<file path="config.mk">
export PLATFORM = sky130hd
export DESIGN_NAME = approx_err_accum
export DESIGN_NICKNAME = d
export VERILOG_FILES = /design/src/rtl/approx_err_accum.sv
export SDC_FILE = /design/constraint.sdc
export NUM_CORES = 1
export LEC_CHECK = 0
export ABC_AREA = 0
export CAP_MARGIN = 10
export CORE_AREA = 2 2 162 132
export CTS_BUF_LIST = sky130_fd_sc_hd__clkbuf_16
export CTS_CLUSTER_SIZE = 10
export DETAILED_ROUTE_END_ITERATION = 10
export DIE_AREA = 0 0 164 134
export PLACE_DENSITY = 0.85
export SYNTH_ARGS = -nofsm -noshare
export SYNTH_HDL_FRONTEND = slang
export SYNTH_SLANG_ARGS = --single-unit
</file>
<file path="constraint.sdc">
create_clock -name clk -period 8.3 [get_ports clk]
set_clock_uncertainty 0.2 [all_clocks]
set_input_delay 1.245 -clock clk [delete_from_list [all_inputs] [get_ports clk]]
set_output_delay 1.245 -clock clk [all_outputs]
set_load 0.005 [all_outputs]
</file>
<file path="src/rtl/approx_err_accum.sv">
// approx_err_accum: error statistics of an approximate product stream against its exact reference.
// Define ERR_SIGNED_SUM_EN to add the saturating signed error sum output sum_err.
module approx_err_accum #(
    parameter int PW    = 32,
    parameter int CNT_W = 16,
    parameter int ACC_W = 48
) (
    input  logic                    clk,
    input  logic                    rst_n,
    input  logic                    start,
    input  logic [CNT_W-1:0]        n_samples,
    input  logic                    in_valid,
    output logic                    in_ready,
    input  logic [PW-1:0]           approx_prod,
    input  logic [PW-1:0]           exact_prod,
    output logic                    busy,
    output logic                    done,
    output logic [ACC_W-1:0]        sum_abs_err,
    output logic [PW-1:0]           max_abs_err,
    output logic [CNT_W-1:0]        err_count,
    output logic [CNT_W-1:0]        sample_count
`ifdef ERR_SIGNED_SUM_EN
    ,
    output logic signed [ACC_W-1:0] sum_err
`endif
);
    typedef enum logic [1:0] {IDLE, RUN, DONE} state_t;
    state_t state_q, state_d;
    logic [ACC_W-1:0] sum_q, sum_d;
    logic [PW-1:0] max_q, max_d;
    logic [CNT_W-1:0] err_q, err_d, cnt_q, cnt_d, rem_q, rem_d;
    logic signed [PW:0] diff;
    logic [PW-1:0] abs_diff;
    logic [ACC_W:0] sum_ext;
    logic acc, clr;
    always_comb begin
        clr = state_q == IDLE && start;
        acc = state_q == RUN && in_valid;
        diff = {approx_prod[PW-1], approx_prod} - {exact_prod[PW-1], exact_prod};
        abs_diff = diff[PW] ? PW'(-diff) : diff[PW-1:0];
        sum_ext = {1'b0, sum_q} + {{(ACC_W+1-PW){1'b0}}, abs_diff};
        state_d = state_q == IDLE ? (start ? (n_samples == '0 ? DONE : RUN) : IDLE)
                : state_q == RUN  ? (acc && rem_q == CNT_W'(1) ? DONE : RUN) : IDLE;
        sum_d = clr ? '0 : acc ? (sum_ext[ACC_W] ? '1 : sum_ext[ACC_W-1:0]) : sum_q;
        max_d = clr ? '0 : acc && abs_diff > max_q ? abs_diff : max_q;
        err_d = clr ? '0 : acc && diff != '0 ? err_q + 1'b1 : err_q;
        cnt_d = clr ? '0 : acc ? cnt_q + 1'b1 : cnt_q;
        rem_d = clr ? n_samples : acc ? rem_q - 1'b1 : rem_q;
    end
    always_ff @(posedge clk) begin
        if (!rst_n) begin
            state_q <= IDLE;
            sum_q   <= '0;
            max_q   <= '0;
            err_q   <= '0;
            cnt_q   <= '0;
            rem_q   <= '0;
        end else begin
            state_q <= state_d;
            sum_q   <= sum_d;
            max_q   <= max_d;
            err_q   <= err_d;
            cnt_q   <= cnt_d;
            rem_q   <= rem_d;
        end
    end
`ifdef ERR_SIGNED_SUM_EN
    logic signed [ACC_W-1:0] ssum_q, ssum_d;
    logic signed [ACC_W:0] ssum_ext;
    logic ssat;
    always_comb begin
        ssum_ext = {ssum_q[ACC_W-1], ssum_q} + {{(ACC_W-PW){diff[PW]}}, diff};
        ssat = ssum_ext[ACC_W] != ssum_ext[ACC_W-1];
        ssum_d = clr ? '0 : acc ? (ssat ? {ssum_ext[ACC_W], {(ACC_W-1){~ssum_ext[ACC_W]}}}
                                        : ssum_ext[ACC_W-1:0]) : ssum_q;
    end
    always_ff @(posedge clk) begin
        if (!rst_n) ssum_q <= '0;
        else ssum_q <= ssum_d;
    end
    assign sum_err = ssum_q;
`endif
    assign in_ready     = state_q == RUN;
    assign busy         = state_q == RUN;
    assign done         = state_q == DONE;
    assign sum_abs_err  = sum_q;
    assign max_abs_err  = max_q;
    assign err_count    = err_q;
    assign sample_count = cnt_q;
endmodule
</file>
; ---- After elaboration in Yosys (flattened, before gate mapping)
; Cells that the tools add are included.
[classes]
addsub = 6
n_mul = 0
div_mod_pow = 0
n_lt_le_gt_ge = 1
n_eq_ne = 3
n_shift = 0
mux = 9
bitwise = 1
n_reduce_logical = 10
[ops]
columns = operator, n
row1 = $add A48 B32 Y49, 1
row2 = $mux W48, 1
row3 = $reduce_bool A33 Y1, 1
row4 = $sub A32 B32 Y33, 1
row5 = $add A16 B1 Y16 const B, 2
row6 = $gt A32 B32 Y1, 1
row7 = $mux W16, 2
row8 = $mux W32, 1
row9 = $neg A32 Y32, 1
row10 = $eq A16 B1 Y1 const B, 1
row11 = $logic_not A16 Y1, 1
row12 = $sub A16 B1 Y16 const B, 1
row13 = $mux W2, 5
row14 = $logic_and A1 B1 Y1, 5
row15 = $eq A2 B1 Y1 const B, 1
row16 = $eq A2 B2 Y1 const B, 1
row17 = $logic_not A2 Y1, 1
row18 = $reduce_bool A2 Y1, 1
row19 = $reduce_or A2 Y1, 1
row20 = $not A1 Y1, 1
[word_totals]
ff_bits = 130
latch_bits = 0
ram_bits = 0
romBits = 0
input_bits = 84
n_memories = 0

; ---- Logic depth before layout (Yosys ltp)
; Gate-level depths: netlist of run 1.
[depth]
word_depth = 6
mapped_depth = 27
ltp_nobuf = 26

; ---- Worst setup path after synthesis of run 1
; OpenSTA, ideal clock, no wires.
[synth_path]
path_kind = input port to flip-flop
startpoint = input port approx_prod[0]
endpoint = register max_q[30] (netlist: max_abs_err[30])
t_arrival_ns = 6.643
required_ns = 8.021
slack_ns = 1.378
path_stages = 24
cell_sequence = inv_1 ha_1 fa_1 nand2b_1 a211oi_2 nor2_2 o211a_1 xnor2_1 a2111oi_4 nor4b_4 nand3_2 o31ai_1 xor2_1 ha_1 nand4_1 or2_2 nor4_1 a21boi_0 o31a_1 clkbuf_1 buf_1 clkbuf_1 nand4b_1 o211ai_1
[synth_between]
elab_chain_len = 5
[synth_rtl]
columns = element, line
row1 = "start, declared", 14  ; input logic [PW-1:0] approx_prod,
row2 = $sub A32 B32 Y33 (*), 39  ; diff = {approx_prod[PW-1], approx_prod} - {exact_prod[PW-1], exact_prod};
row3 = $neg A32 Y32, 40  ; abs_diff = diff[PW] ? PW'(-diff) : diff[PW-1:0];
row4 = $mux W32 (*), 40
row5 = named net abs_diff[30], 33  ; logic [PW-1:0] abs_diff;
row6 = $gt A32 B32 Y1, 45  ; max_d = clr ? '0 : acc && abs_diff > max_q ? abs_diff : max_q;
row7 = $logic_and A1 B1 Y1, 45
row8 = "end signal, assigned", 61  ; max_q <= max_d;
row9 = "end, declared", 30  ; logic [PW-1:0] max_q, max_d;
; Mark *: on every way through the listed nets, which the timed path passes. The rest lies on a longest branch.
; A chain may end at the register's enable or synchronous reset.

; ---- Worst setup path after layout of run 1
[layout_path]
startpoint = input port approx_prod[0]
endpoint = register max_q[2] (netlist: max_abs_err[2])
[layout_between]
elab_chain_len = 5
[layout_rtl]
columns = element, line
row1 = $sub A32 B32 Y33 (*), 39
row2 = $neg A32 Y32, 40
row3 = $mux W32 (*), 40
row4 = named net abs_diff[31], 33
row5 = $gt A32 B32 Y1 (*), 45
row6 = $logic_and A1 B1 Y1 (*), 45
; Marks and branches as above.

==> results of run 1 <==
## cell usage in the layout, fill, tap and decap left out, types with 12 or more instances in the layout
cell type,synthesis,final
sky130_fd_sc_hd__o21a_1,15,15
sky130_fd_sc_hd__dfxtp_1,130,130
sky130_fd_sc_hd__a211oi_1,20,20
sky130_fd_sc_hd__mux2i_1,31,31
sky130_fd_sc_hd__a21oi_1,126,125
sky130_fd_sc_hd__nor4_1,14,13
sky130_fd_sc_hd__buf_4,1,14
sky130_fd_sc_hd__xnor2_1,51,51
sky130_fd_sc_hd__nand2b_1,19,19
sky130_fd_sc_hd__a31oi_1,13,13
sky130_fd_sc_hd__clkbuf_16,0,17
sky130_fd_sc_hd__o31ai_1,12,12
sky130_fd_sc_hd__xor2_1,49,49
sky130_fd_sc_hd__clkdlybuf4s50_1,0,198
sky130_fd_sc_hd__o21ai_0,98,98
sky130_fd_sc_hd__or3_1,14,14
sky130_fd_sc_hd__a21o_1,44,44
sky130_fd_sc_hd__ha_1,106,106
sky130_fd_sc_hd__nor2_1,115,115
sky130_fd_sc_hd__o211ai_1,16,16
sky130_fd_sc_hd__and3_1,18,18
sky130_fd_sc_hd__nand2_1,94,93
sky130_fd_sc_hd__nor3_1,27,27
sky130_fd_sc_hd__nand3_1,37,37
sky130_fd_sc_hd__inv_1,92,92
sky130_fd_sc_hd__nand4_1,18,18
sky130_fd_sc_hd__nor2b_1,24,24
## final cells by class
| type | instances | area (um2) |
|---|---|---|
| Clock inverter | 15 | 171.4 |
| Inverter | 92 | 345.3 |
| Clock buffer | 17 | 425.4 |
| Timing Repair Buffer | 214 | 2127 |
| Fill cell | 1673 | 6721 |
| Multi-Input combinational cell | 1109 | 7676 |
| Sequential cell | 130 | 2603 |
| Tap cell | 269 | 336.6 |
## stage by stage
| stage | utilization (%) | hold slack [ns] | std cells | power (mW) | worst slack [ns] |
|---|---|---|---|---|---|
| after global routing | 67.06 | 0.3181 | 1846 | 2.604 | 0.1168 |
| final | 67.06 | 0.2889 | 1846 | 2.460 | 0.4542 |
| after CTS | 67.03 | 0.2893 | 1846 | 2.446 | 0.4823 |
| after floorplan | - | 0.2631 | 1388 | 1.406 | 1.378 |
| after global placement | 64.11 | 0.2661 | 1814 | 1.647 | 0.2038 |
| after detailed placement | 64.11 | 0.2811 | 1814 | 1.674 | 0.04253 |
## cells in the mapped netlist, drive strengths merged (8+ instances only)
master / count
o31ai: 13
or3: 15
nand4: 18
nor2b: 24
nand2: 94
a21o: 44
o211ai: 17
a31oi: 13
nor2: 116
inv: 92
nor4: 17
nand2b: 19
o21ai: 108
or2: 9
buf: 14
dfxtp: 130
nand3: 40
clkbuf: 43
xor2: 50
and3: 18
mux2i: 31
a21oi: 133
a211oi: 21
ha: 106
o21a: 15
or4: 8
and2: 9
xnor2: 51
nor3: 27
## worst reg2reg max path, cell delays in order, from the launching register on
cell                        delay, ns
sky130_fd_sc_hd__dfxtp_1         0.34
sky130_fd_sc_hd__ha_1            0.40
sky130_fd_sc_hd__a21o_1          0.22
sky130_fd_sc_hd__a21o_1          0.18
sky130_fd_sc_hd__a2111oi_0       0.69
sky130_fd_sc_hd__o211ai_1        0.29
sky130_fd_sc_hd__a31oi_1         0.35
sky130_fd_sc_hd__o311ai_1        0.18
sky130_fd_sc_hd__o211a_1         0.18
sky130_fd_sc_hd__o41ai_2         0.28
sky130_fd_sc_hd__buf_4           0.21
sky130_fd_sc_hd__nor4_1          0.07
sky130_fd_sc_hd__xnor2_1         0.18
sky130_fd_sc_hd__a21oi_1         0.09
## routing by layer
| layer | vias up | part of all wire (%) |
|---|---|---|
| li1 | 5411 | - |
| met1 | 5164 | 46 |
| met2 | 453 | 45 |
| met3 | 46 | 6.9 |
| met4 | 0 | 1.5 |
| met5 | - | 0 |
## report_power, final
group,switching [mW],internal (mW)
Clock,0.316,0.451
Sequential,0.0247,0.647
Combinational,0.594,0.428
Total,0.935,1.53
## flip-flops by register name (all words and copies together), names as in the netlist
register and count:
sample_count 16, sum_abs_err 48, max_abs_err 32, state_q 2
rem_q 16, err_count 16
## cells by family (layout without fill, tap and decap cells)
logic type,Yosys count,count (layout),synth area share [%]
fa+ha+maj,108,108,12.57
xor+xnor,101,101,8.209
buf+inv,149,338,5.561
mux,32,32,2.959
compound gates,436,436,26.43
simple gates,432,432,20.32
flops,130,130,23.95
## path summary, 6_finish.rpt
| kind | to | startpoint |
|---|---|---|
| min reg2reg | err_count[6] | err_count[6] |
| max | max_abs_err[2] | approx_prod[0] |
| max reg2reg | sum_abs_err[43] | sum_abs_err[8] |
| min | err_count[6] | err_count[6] |
## timing repair
action	CTS	global route
endpoints found under the setup margin	0	20
gates resized for setup	0	1
hold endpoints to repair	0	0
==> impl_metrics.json, run 1 <==
{
  "outcome": "complete, no violations",
  "hold_class": "flip-flop to flip-flop",
  "slowest_stage": "sky130_fd_sc_hd__o31a_2",
  "grt_first_pass_wirelength_um": 49420,
  "fp.dieArea_um2": 21980,
  "power.leakage_nw": 5.366,
  "r2r_slack_ns": 4.28,
  "synth-async-reset-ratio_pct": 0,
  "remaining_design_rule_violation_count": 0,
  "rows": 47,
  "dp.final_hpwl_um": 22990,
  "detail_route.first_pass.iterations": 7,
  "finalNetCount": 1756,
  "busiest_layer": "met2",
  "synth-main-ff-cell": "sky130_fd_sc_hd__dfxtp_1",
  "critical_path.max_stage_delay_ns": 0.49,
  "syn-instance-count": 1388,
  "congestion_overflow_gr": 0,
  "grt_start_max_net_pins": 74,
  "worstPathCellList": "clkdlybuf4s50_1 -> inv_1 -> ha_1 -> fa_1 -> nand2b_1 -> a211oi_2 -> nor2_2 -> o211ai_1 -> nand3_1 -> a2111oi_4 -> nor4b_4 -> nand3_1 -> o21ai_0 -> xor2_1 -> inv_1 -> ha_1 -> nand4_1 -> or2_2 -> nor4_2 -> a21boi_0 -> o31a_2 -> buf_12 -> mux2i_1 -> nor2_1",
  "worst-endpoint-required_ns": 8.37,
  "timing_hold_violations_final": 0,
  "flow.area_growth_from_synthesis_pct": 25.92,
  "synth.avg_cell_area_um2": 7.830,
  "max_cap_viol_count": 0,
  "initial_util_pct": 53.26,
  "ys_seq_elements": 130,
  "syn_nets": 1580,
  "clock_latency_ns": 0.42,
  "clkTransAtPathRegs_ns": 0.06,
  "tightestPinTransition_ns": 0.8664,
  "setup_tns_ns": 0,
  "ys_types": 84,
  "yosysSeqAreaShare_pct": 23.95,
  "synthDominantCellAreaShare_pct": 23.95,
  "groute.layer.met1.usage_pct": 37.73,
  "timing.final.crit_share_pct": 94.53,
  "postRouteAntennaNets": 0,
  "cts_tree": "done",
  "layout.cell_area.non_filler_um2": 13680,
  "cts_htree_levels": 4,
  "rsz0062_at_grt": "false",
  "cpLargestDelayFamily": "simple AND/OR/NAND/NOR gates",
  "track_usage_pct": 27.16,
  "portBuffers": 198,
  "cp_max_fo": 22,
  "logic_depth_of_the_worst_setup_path_including_buffers": 24,
  "placed_area_um2": 13080,
  "worstPathArrival_ns": 7.91,
  "crit_path_end_kind": "flip-flop",
  "post_cts.repair.setup_buffers": 0,
  "ys.warnings.count": 0,
  "via_count": 11074,
  "max-vdd-ir-drop_uv": 108.5,
  "cts-buffers-inserted": 17,
  "period_minus_slack_ns": 7.846,
  "antennaDiodeCount": 0,
  "reg2reg_depth": 13,
  "synth_top_cell_by_area": "sky130_fd_sc_hd__dfxtp_1",
  "worst_slew_margin_rel_pct": 42.24,
  "first_global_vias": 10261,
  "timing.final.setup_violations": 0,
  "holdBufCountCts": 0,
  "clockRootBuffer": "sky130_fd_sc_hd__clkbuf_16",
  "routed_wl_um": 30660,
  "maximum_root_to_sink_buffer_count": 2,
  "detail_route.vias_per_cell": 5.999,
  "die_w_um": 164,
  "routed_wire_length_per_instance_um": 16.61,
  "die_y_um": 134,
  "numClockSinks": 130,
  "crit_path_start_kind": "input port",
  "criticalPathCategory": "input port to flip-flop",
  "timing.final.max_slew_violations": 0,
  "detailedRoute.firstIterationViolations": 903,
  "globalRouteMet2Util_pct": 44.63,
  "floorplan.io_pins": 199,
  "ys_top_cells_by_area": "sky130_fd_sc_hd__dfxtp_1, sky130_fd_sc_hd__ha_1, sky130_fd_sc_hd__a21oi_1, sky130_fd_sc_hd__o21ai_0, sky130_fd_sc_hd__xnor2_1",
  "grtUsageMet3_pct": 3.494,
  "power_density_nw_per_um2": 179.8,
  "achievable-frequency_ghz": 0.1275,
  "number_of_synthesized_flops_with_an_enable_pin": 0,
  "place.gp.congestion": 0.9195,
  "layout-drive-gt1-share_pct": 6.024,
  "summed_instance_area_of_the_synthesized_netlist_um2": 10870,
  "floorplan.core_area_um2": 20410,
  "critical_path_buf_inv_count": 4,
  "antenna_violations_before_repair": 0,
  "timing.hold.worst_path_depth": 2
}
(Power assumes the default switching activity.)
==> run 2: changes to the inputs <==
--- a/config.mk
+++ b/config.mk
@@ -13,6 +13,7 @@
 export DETAILED_ROUTE_END_ITERATION = 10
 export DIE_AREA = 0 0 164 134
 export PLACE_DENSITY = 0.85
+export SLEW_MARGIN = 10
 export SYNTH_ARGS = -nofsm -noshare
 export SYNTH_HDL_FRONTEND = slang
 export SYNTH_SLANG_ARGS = --single-unit
==> results of run 2 <==
No change in the layout: final DEF, timing and power equal those of run 1.
==> RTL change 1: new RTL, config.mk and constraints of run 1 <==
Re-encode `state_t` (3 states) as one-hot, 3 bits wide.
--- a/src/rtl/approx_err_accum.sv
+++ b/src/rtl/approx_err_accum.sv
@@ -24,7 +24,7 @@
     output logic signed [ACC_W-1:0] sum_err
 `endif
 );
-    typedef enum logic [1:0] {IDLE, RUN, DONE} state_t;
+    typedef enum logic [2:0] {IDLE = 3'b001, RUN = 3'b010, DONE = 3'b100} state_t;
     state_t state_q, state_d;
     logic [ACC_W-1:0] sum_q, sum_d;
     logic [PW-1:0] max_q, max_d;
Function: same outputs for any inputs over 4 cycles, from zero or initial values and one cycle with rst_n low; so few cycles prove little.
==> RTL change 1 against run 1 <==
Global-route usage rose by 2.1 points. Die area did not move. Sequential cell count rose by 1. Combinational power fell by 18%. Cell area rose by 1.3%. Setup slack improved by 0.10 ns. Routed wire length rose by 7.5%. Final cell count rose by 2.9%. Area after synthesis rose by 1.3%. Maximum frequency rose by 1.3%. Total power fell by 8.2%. Critical path type unchanged. Critical endpoint is now sum_abs_err[0].
==> RTL change 1: results (changes against run 1) <==
* Worst Hold Path EP: err_count[15]
* Wire length of the first global-routing pass at 52.7 mm (+6.6%)
* FILL cells at 1726 (+3.2%)
* Share of layout cells above drive strength 1 at 6.01% (-0.012 points)
* Number of vias per cell after detailed routing at 6.17 (+2.9%)
* Status: finished, final reports clean
* Data buffer area share at 15.9% (+0.32 points)
* Detailed Routing Iterations Pass 1 at 6 (-1)
* Highest-delay cell along the critical path: sky130_fd_sc_hd__or3_1
* Number of nets at the end of the flow at 1805 (+2.8%)
* Minimum setup slack among reg-to-reg paths at 4.44 ns (+0.16 ns)
* Gpl congestion at 0.976 (+6.2%)
* Count of buffers not belonging to the clock network in the layout at 227 (+6.1%)
* Seq. cell area at 2620 um2 (+0.77%)
* Clock-cell share at 4.32% (-0.039 points)
* Max FO, Critical Path at 8 (-64%)
* Count of cells along the worst register-to-register path at 13 (unchanged)
* Multi-input combinational cell count at 1153 (+4.0%)
* Seq/Total Area, Yosys at 23.8% (-0.12 points)
* Top cells by count, synth: sky130_fd_sc_hd__dfxtp_1, sky130_fd_sc_hd__nor2_1, sky130_fd_sc_hd__a21oi_1, sky130_fd_sc_hd__nand2_1, sky130_fd_sc_hd__ha_1
* Endpoint of the most critical register-to-register path: sum_abs_err[0]
* Total area of multi-input combinational cells at 7780 um2 (+1.4%)
* Hold Path Class: flip-flop to flip-flop
* Vias in the first global route at 10700 (+4.6%)
* Detailed Route Iter0 Violations at 1150 (+27%)
* Wirelength per Cell at 17.4 um (+4.5%)
* Number of warnings issued by yosys at 0 (unchanged)
* Cells taking the most area after synthesis: sky130_fd_sc_hd__dfxtp_1, sky130_fd_sc_hd__ha_1, sky130_fd_sc_hd__a21oi_1
* Signal arrival time at the worst endpoint at 7.85 ns (-0.06 ns)
* Resized cells post-CTS at 0 (unchanged)
* Hold Crit Start: err_count[15]
* Global routing usage summed across all routing layers at 29.3% (+2.1 points)
* Reported leakage power at 5.44 nW (+1.3%)
* VDD IR max at 0.160 mV (+47%)
* Hold Path Depth at 2 (unchanged)
* Sw Ratio at 36.6% (-1.4 points)
* Count of inverters not on the clock network in the layout at 87 (-5.4%)
* Part of the power in combinational logic at 37.1% (-4.4 points)
* Net count after synthesis at 1623 (+2.7%)
* Power Sequential at 0.000648 W (-3.4%)
* Source of the worst register-to-register timing path: sum_abs_err[0]
* Dpl hpwl at 25.2 mm (+9.6%)
* Synthesized flop and latch total at 131 (+0.77%)
* Worst slew pin tran at 0.912 ns (+0.0452 ns)
* Net switching power figure at 0.000826 W (-12%)
* Number of library cell types mapped by synthesis at 89 (+6.0%)
==> RTL change 1: cell count changes after synthesis, moves of 10 or more <==
cell and change:
sky130_fd_sc_hd__a31oi_1 +18, sky130_fd_sc_hd__nor2_1 +12, sky130_fd_sc_hd__mux2i_1 -24, sky130_fd_sc_hd__nand4_1 +10, sky130_fd_sc_hd__a21o_1 -10, sky130_fd_sc_hd__nor2b_1 -10
sky130_fd_sc_hd__nand2_1 +10
==> RTL change 1: metal layers <==
layer	vias up	wire length, um	track usage (%)	part of all wire, %
li1	5706	-	-	-
met1	5517	15400	41.8	47
met2	455	14700	46.5	45
met3	41	2260	4.17	6.9
met4	0	582	7.12	1.8
met5	-	0	0	0
==> RTL change 1: worst reg2reg max path: stages (launching register included) <==
cell	delay (ns)
sky130_fd_sc_hd__dfxtp_1	0.37
sky130_fd_sc_hd__ha_1	0.22
sky130_fd_sc_hd__fa_1	0.26
sky130_fd_sc_hd__a211oi_1	0.12
sky130_fd_sc_hd__o21ai_0	0.24
sky130_fd_sc_hd__a31oi_1	0.20
sky130_fd_sc_hd__a2111o_1	0.53
sky130_fd_sc_hd__a2111o_1	0.42
sky130_fd_sc_hd__a21oi_1	0.23
sky130_fd_sc_hd__o21ai_1	0.23
sky130_fd_sc_hd__nor2_1	0.38
sky130_fd_sc_hd__buf_4	0.22
sky130_fd_sc_hd__nor3_1	0.05
sky130_fd_sc_hd__nor2_1	0.12
==> RTL change 1: kinds of logic (layout without fill, tap and decap cells) <==
group,after synthesis,after routing,synth area share (%)
adder cells (fa/ha/maj),104,104,12.0
flip-flops,131,131,23.8
AND/OR/NAND/NOR,477,477,22.0
multiplexers,7,7,0.637
buffers and inverters,151,346,5.58
AO/OA/AOI/OAI,478,478,29.1
XOR/XNOR,87,87,6.92
==> RTL change 1: worst max path at each step <==
| stage | slack [ns] | from | cells past startpoint | end |
|---|---|---|---|---|
| after floorplan | 1.56 | approx_prod[0] | 24 | sum_abs_err[39] |
| after global placement | 0.31 | approx_prod[0] | 24 | sum_abs_err[5] |
| after detailed placement | 0.26 | approx_prod[0] | 24 | sum_abs_err[5] |
| after CTS | 0.67 | approx_prod[0] | 24 | sum_abs_err[5] |
| after global routing | 0.05 | exact_prod[2] | 23 | sum_abs_err[5] |
| final | 0.55 | approx_prod[0] | 24 | sum_abs_err[0] |
==> RTL change 1: stage by stage <==
stage	setup WS (ns)	cells	hold slack, ns	instance area [um2]	util [%]
final	0.554	1899	0.283	13900	67.9
after global routing	0.0515	1899	0.314	13900	67.9
after CTS	0.673	1899	0.289	13900	67.9
after detailed placement	0.261	1867	0.279	13300	65.0
after global placement	0.309	1867	0.256	13300	65.0
after floorplan	1.56	1435	0.259	11000	-
==> RTL change 2: new RTL, flow settings as in run 1 <==
Made on the original files. `ACC_W`: 48 -> 72.
--- a/src/rtl/approx_err_accum.sv
+++ b/src/rtl/approx_err_accum.sv
@@ -3,7 +3,7 @@
 module approx_err_accum #(
     parameter int PW    = 32,
     parameter int CNT_W = 16,
-    parameter int ACC_W = 48
+    parameter int ACC_W = 72
 ) (
     input  logic                    clk,
     input  logic                    rst_n,
Interface: changed (resized sum_abs_err); port bits go from 199 to 223. No check against the original RTL was run, so the function may have changed too.
==> RTL change 2 against run 1 <==
Synthesized cell count rose by 14%. Cell area rose by 11%. Area after synthesis rose by 12%. Setup slack got worse by 0.028 ns. Global-route usage rose by 4.8 points. Critical path depth rose by 2. Total power rose by 4.2%. Highest routed layer unchanged. Routed wire length rose by 17%. Sequential cell count rose by 24. Largest cell class unchanged. Via count rose by 14%.
==> RTL change 2: results (changes against run 1) <==
* Status: finished, final reports clean
* Largest net degree at the start of global routing at 70 (-5.4%)
* Net count after synthesis at 1772 (+12%)
* Top cells by count, synth: sky130_fd_sc_hd__a21oi_1, sky130_fd_sc_hd__nand2_1, sky130_fd_sc_hd__dfxtp_1, sky130_fd_sc_hd__nor2_1, sky130_fd_sc_hd__ha_1
* Detailed Routing Iterations Pass 1 at 5 (-2)
* Detailed Route Iter0 Violations at 1310 (+45%)
* Max FO, Critical Path at 12 (-45%)
* Number of vias per cell after detailed routing at 6.16 (+2.7%)
* Count of cells along the worst register-to-register path at 12 (-1)
* Post-layout util at 74.1% (+7.1 points)
* Worst Setup Slack post-DPL at 0.195 ns (+0.153 ns)
* Reported leakage power at 5.87 nW (+9.5%)
* FILL cells at 1582 (-5.4%)
* Share of layout cells above drive strength 1 at 5.10% (-0.92 points)
* Largest register FFs at 72 (+50%)
* Number of library cell types mapped by synthesis at 90 (+7.1%)
* Global routing usage summed across all routing layers at 32.0% (+4.8 points)
* Count of input and output buffers at 222 (+12%)
* Via count of the routed design at 12700 (+14%)
* Complex-gate fraction of the synthesized area at 26.8% (+0.41 points)
* Arithmetic-cell share of the synthesized area counting full adders, half adders and majority gates at 11.1% (-1.5 points)
* Crit path largest cell delay at 0.54 ns (+0.05 ns)
* Highest-delay cell along the critical path: sky130_fd_sc_hd__or4_1
* Signal arrival time at the worst endpoint at 7.97 ns (+0.06 ns)
* Cells taking the most area after synthesis: sky130_fd_sc_hd__dfxtp_1, sky130_fd_sc_hd__ha_1, sky130_fd_sc_hd__a21oi_1
* Wirelength, routed at 35.8 mm (+17%)
* Vias in the first global route at 11600 (+13%)
* Post-synthesis mux area share at 0.330% (-2.6 points)
* Synthesized area per cell at 7.66 um2 (-2.1%)
RTL change 2: cell count changes in the layout (fill, tap and decap cells not counted), moves of 12 or more:
| cell | before | now |
|---|---|---|
| sky130_fd_sc_hd__and4_1 | 1 | 13 |
| sky130_fd_sc_hd__nand2_1 | 93 | 156 |
| sky130_fd_sc_hd__a21oi_1 | 125 | 167 |
| sky130_fd_sc_hd__mux2i_1 | 31 | 4 |
| sky130_fd_sc_hd__clkdlybuf4s50_1 | 198 | 222 |
| sky130_fd_sc_hd__dfxtp_1 | 130 | 154 |
RTL change 2: cell families after synthesis:
logic type,after synthesis
mux,4
flops,154
simple gates,545
compound gates,497
buf+inv,160
fa+ha+maj,106
xor+xnor,116
RTL change 2: per-layer routing:
| metal | GRT usage (%) | part of all wire, % |
|---|---|---|
| met5 | 0 | 0 |
| met1 | 43.9 | 44 |
| met4 | 8.63 | 1.9 |
| met2 | 51.0 | 45 |
| met3 | 6.80 | 8.8 |
RTL change 2: final cells by class:
type | instances | area share (%)
Multi-Input combinational cell | 1268 | 55.6
Sequential cell | 154 | 20.4
Timing Repair Buffer | 239 | 15.7
Clock buffer | 17 | 2.81
Inverter | 91 | 2.26
Tap cell | 269 | 2.22
Clock inverter | 15 | 0.993
Antenna cell | 1 | 0.0165
RTL change 2: worst paths after layout:
kind / to / slack, ns / startpoint
min: rem_q[14] / 0.28 / rem_q[14]
min reg2reg: rem_q[14] / 0.28 / rem_q[14]
max reg2reg: sum_abs_err[69] / 4.26 / sum_abs_err[9]
max: sum_abs_err[64] / 0.43 / approx_prod[0]
RTL change 2: power breakdown:
group	total [W]	switching (W)	internal, W
Sequential	0.000786	0.0000230	0.000763
Combinational	0.00101	0.000591	0.000416
Clock	0.000771	0.000348	0.000423
Total	0.00256	0.000963	0.00160
